File: config.mk
export PLATFORM = sky130hd
export DESIGN_NAME = steer_buffer
export DESIGN_NICKNAME = d
export VERILOG_FILES = /design/src/rtl/steer_buffer.sv
export SDC_FILE = /design/constraint.sdc
export NUM_CORES = 1
export LEC_CHECK = 0
export ABC_AREA = 1
export BUFFER_PORTS_ARGS = -buffer_cell sky130_fd_sc_hd__buf_2
export CORE_ASPECT_RATIO = 1.4
export CORE_MARGIN = 4
export CORE_UTILIZATION = 35
export CTS_BUF_LIST = sky130_fd_sc_hd__clkbuf_8
export DETAILED_ROUTE_END_ITERATION = 8
export SYNTH_ARGS = -nofsm -noshare
export SYNTH_HDL_FRONTEND = slang
export SYNTH_SLANG_ARGS = --single-unit
File: constraint.sdc
create_clock -name clk -period 2.1 [get_ports clk]
set_clock_uncertainty 0.15 [all_clocks]
set_input_delay 0.105 -clock clk [delete_from_list [all_inputs] [get_ports clk]]
set_output_delay 0.105 -clock clk [all_outputs]
set_load 0.005 [all_outputs]
File: src/rtl/steer_buffer.sv
// steer_buffer: ping-pong pair of 8x8 banks with sequential or steered reads
module steer_buffer (
   input  logic       clk,
   input  logic       resetn,
   input  logic [7:0] datain,
   input  logic       enwr,
   input  logic       enrd,
   input  logic       wa,
   input  logic       ena,
   input  logic       enb,
   input  logic       resetaddr,
   input  logic       ensteer,
   input  logic [2:0] selectline,
   output logic [7:0] dataout,
   output logic       dataval,
   output logic [1:0] statea,
   output logic [1:0] stateb,
   output logic [2:0] ptra,
   output logic [2:0] ptrb,
   output logic       bankdone,
   output logic       overrun
);
   typedef enum logic [1:0] {EMPTY, FILL, FULL, DRAIN} state_t;
   state_t     st  [2];
   logic [2:0] ptr [2];
   logic [7:0] mem [2][8];
   logic wb, rb, wr_hit, rd_hit, wr_ok, wr_blk, seq_ok, str_ok;
   // bank index 0 is A, 1 is B; the read bank is always the one not being written
   assign wb     = wa;
   assign rb     = ~wa;
   assign wr_hit = enwr && (wa ? enb : ena);
   assign rd_hit = enrd && (wa ? ena : enb);
   assign wr_ok  = wr_hit && (st[wb] == EMPTY || st[wb] == FILL);
   assign wr_blk = wr_hit && !wr_ok;
   assign seq_ok = rd_hit && !ensteer && (st[rb] == FULL || st[rb] == DRAIN);
   assign str_ok = rd_hit && ensteer;
   assign statea = st[0];
   assign stateb = st[1];
   assign ptra   = ptr[0];
   assign ptrb   = ptr[1];
   always_ff @(posedge clk)
      if (resetn && !resetaddr && wr_ok) mem[wb][ptr[wb]] <= datain;
   always_ff @(posedge clk) begin
      if (!resetn) begin
         st[0]    <= EMPTY;
         st[1]    <= EMPTY;
         ptr[0]   <= '0;
         ptr[1]   <= '0;
         dataout  <= '0;
         dataval  <= 1'b0;
         bankdone <= 1'b0;
         overrun  <= 1'b0;
      end else if (resetaddr) begin
         st[0]    <= EMPTY;
         st[1]    <= EMPTY;
         ptr[0]   <= '0;
         ptr[1]   <= '0;
         dataval  <= 1'b0;
         bankdone <= 1'b0;
      end else begin
         dataval  <= seq_ok || str_ok;
         bankdone <= seq_ok && ptr[rb] == 3'd7;
         if (wr_blk) overrun <= 1'b1;
         if (wr_ok) begin
            ptr[wb] <= ptr[wb] + 3'd1;
            st[wb]  <= ptr[wb] == 3'd7 ? FULL : FILL;
         end
         if (seq_ok) begin
            ptr[rb] <= ptr[rb] + 3'd1;
            st[rb]  <= ptr[rb] == 3'd7 ? EMPTY : DRAIN;
            dataout <= mem[rb][ptr[rb]];
         end else if (str_ok) begin
            dataout <= mem[rb][selectline];
         end
      end
   end
endmodule

==> out/results.ini <==
[worst_setup_path]
critical_path.cell_chain=nor2_1 > or2_2 > nand3_2 > nor2_2 > buf_4 > inv_2 > nor3_2 > buf_4
cp_num_buf_inv=3
cp.arrival_ns=2.02
crit_type=reg2reg
critical_path.max_stage_delay_ns=0.43
start_kind=flip-flop
critPathTopFamily=simple AND/OR/NAND/NOR gates
required_ns=2.10
cp_common_cell=buf_4
cp-end-kind=flip-flop
cp_max_fo=8
crit_slowest_cell=edfxtp_1

[layout]
multi_input_area_sq_um=2560
antenna_cells=0
drive_gt1_share_pct=14.2
post-route-cell-area_sq_um=9010
n_fill_cell=2114
final_net_count=1014
seqCellArea_sq_um=4360
layout.cells.non_filler=1295
area_growth_pct=17.7

[clock_network]
numCtsBuffers=17
cts_tree=yes
ctsRootBufferMaster=clkbuf_8
clock_sinks=149
clk_pin_slew_worst_paths_ns=0.09
cts_max_path_buffers=2
clk_latency_ns=0.45
cts_setup_buffers=0
htreeDepth=4

[power_and_ir_drop]
power_mw=6.38
leakage_nw=4.14
peakVddDrop_v=0.000322
powerDensity_nw_per_um2=708

[die]
die_y_um=183
core_sq_um=21400
start_util_pct=35.9
die_area_sq_um=24400
io_pins=41
fp.dieW_um=133
rows=63

[sta]
rsz0062_at_grt=no
min_period_ns=2.02
fin_crit_sh_pct=96.1
slew-limit-headroom_pct=59.1
hold_viol=0
max_freq_mhz=496
fin_setup_tns_ns=0
worst_slew_pin_slew_ns=0.613
setup_viol=0
drv_slew=0

[routing]
m1WireLength_um=8320
wl_met2_um=11700
wl_met3_um=976
wl_per_cell_um=17.1
drc=0
top_layer=met4
first_pass_iters=5
ant_nets=0
vias=6350
drt_iter0_markers=628
viasPerCell=4.90
wl_um=22100

[global_route]
track_usage_pct=18.7
grt_pass1_wl_um=34800
grt_pass1_vias=6221
grt_max_degree=63
antenna_found_initial=0
grt_overflow=0

[placement]
dpl_cell_area_sq_um=8390
port-buffer-count=40
dpl.hpwl_um=15600
dpl.cell_count=1249
place_congestion=0.956

[yosys]
netlist_instances=914
async_reset_ff_share_pct=0
synth_fp_nets=938
yosysMostFrequentCell=nand2_1
synth_top_cell_area_share_pct=54.1
ys_seq_elements=149
syn_area_per_cell_sq_um=8.38
yosysSeqAreaShare_pct=57.0
ys_types=27
synth_top_cell_by_area=edfxtp_1
synth-main-ff-cell=edfxtp_1
synth_area_sq_um=7660
synth_top_cells_by_area=edfxtp_1 (54%), nand2_1 (17%), nand3_1 (11%)
synth-edff-count=138
ys_top_cells_by_count=nand2_1 (354), nand3_1 (164), edfxtp_1 (138), inv_1 (138), buf_2 (25)
yosysWarnings=0

[min_path]
hold_class=in2reg

[status]
outcome=completed

[flow_run]
max_cap_viol_count=0

-- where the power goes --
part | internal [mW] | total (mW) | switching, mW | leakage (nW)
clock network | 1.26 | 2.41 | 1.16 | 0.207
logic | 0.225 | 0.697 | 0.472 | 2.58
registers | 3.26 | 3.27 | 0.0133 | 1.35
total | 4.74 | 6.38 | 1.64 | 4.14
-- sequential cells by signal, summed over array words and instances (netlist names) --
register	cells
st	4
dataout	8
bankdone	1
ptr	6
dataval	1
overrun	1
mem	128
-- area by class of cell --
type,count,area share [%]
inverters,141,5.87
repair buffers,102,8.44
flip-flops and latches,149,48.4
multi-input cells,579,28.4
clock inverters,13,1.90
clock buffers,19,2.90
well taps,292,4.05
-- cells by family (layout without fill, tap and decap cells) --
logic type      after synthesis  after routing  share of synthesized area, %
fa+ha+maj                     4              4                         0.653
compound gates               27             27                          2.37
simple gates                548            548                          29.9
buf+inv                     186            275                          10.1
flops                       149            149                          57.0
-- worst reg2reg max path, cell delays in order, from the launching register on --
cell and delay (ns):
edfxtp_1 0.43, nor2_1 0.11, or2_2 0.12, nand3_2 0.12, nor2_2 0.13, buf_4 0.13, inv_2 0.05, nor3_2 0.23
buf_4 0.24
-- final timing paths --
check / from / to / slack (ns) / depth (start not counted)
setup / recovery: st[1][1] / mem[0][30] / 0.08 / 8
hold / removal: selectline[2] / dataout[3] / 0.03 / 6
setup reg to reg: st[1][1] / mem[0][30] / 0.08 / 8
hold reg to reg: dataout[4] / dataout[4] / 0.38 / 4
-- layer usage --
layer  vias to the layer above  global-route usage (%)
met2                       216                    34.1
met4                         0                    10.6
met3                        65                    3.05
met1                      2987                    20.6
met5                         -                       0
li1                       3082                       -
-- timing repair --
action / in CTS / in global routing
hold buffers: 14 / 0
gates resized for setup: 2 / 10
endpoints found under the setup margin: 16 / 84
endpoints found under the hold margin: 136 / 0
pin swaps: 0 / 1
-- per-stage QoR --
step | hold WS (ns) | util, % | worst slack (ns)
5_1_grt | 0.0865 | 42.2 | 0.00145
4_1_cts | 0.0153 | 42.0 | 0.00231
2_1_floorplan | 0.0539 | - | -0.0120
6_report | 0.0308 | 42.2 | 0.0826
3_3_place_gp | 0.337 | 39.3 | -0.0851
3_5_place_dp | 0.324 | 39.3 | -0.0677
-- cells in the final DEF, fill, tap and decap left out, drive strengths merged --
cell type	count
nand2	356
nand3	165
inv	144
edfxtp	138
buf	88
clkbuf	19
nor2	19
dlygate4sd3	14
o21ai	14
dfxtp	11
o22ai	8
nor3	6
ha	4
clkinvlp	4
bufinv	3
clkinv	3
a21oi	2
o211ai	2
or2	1
a211oi	1
and3	1
(Power assumes the default switching activity.)
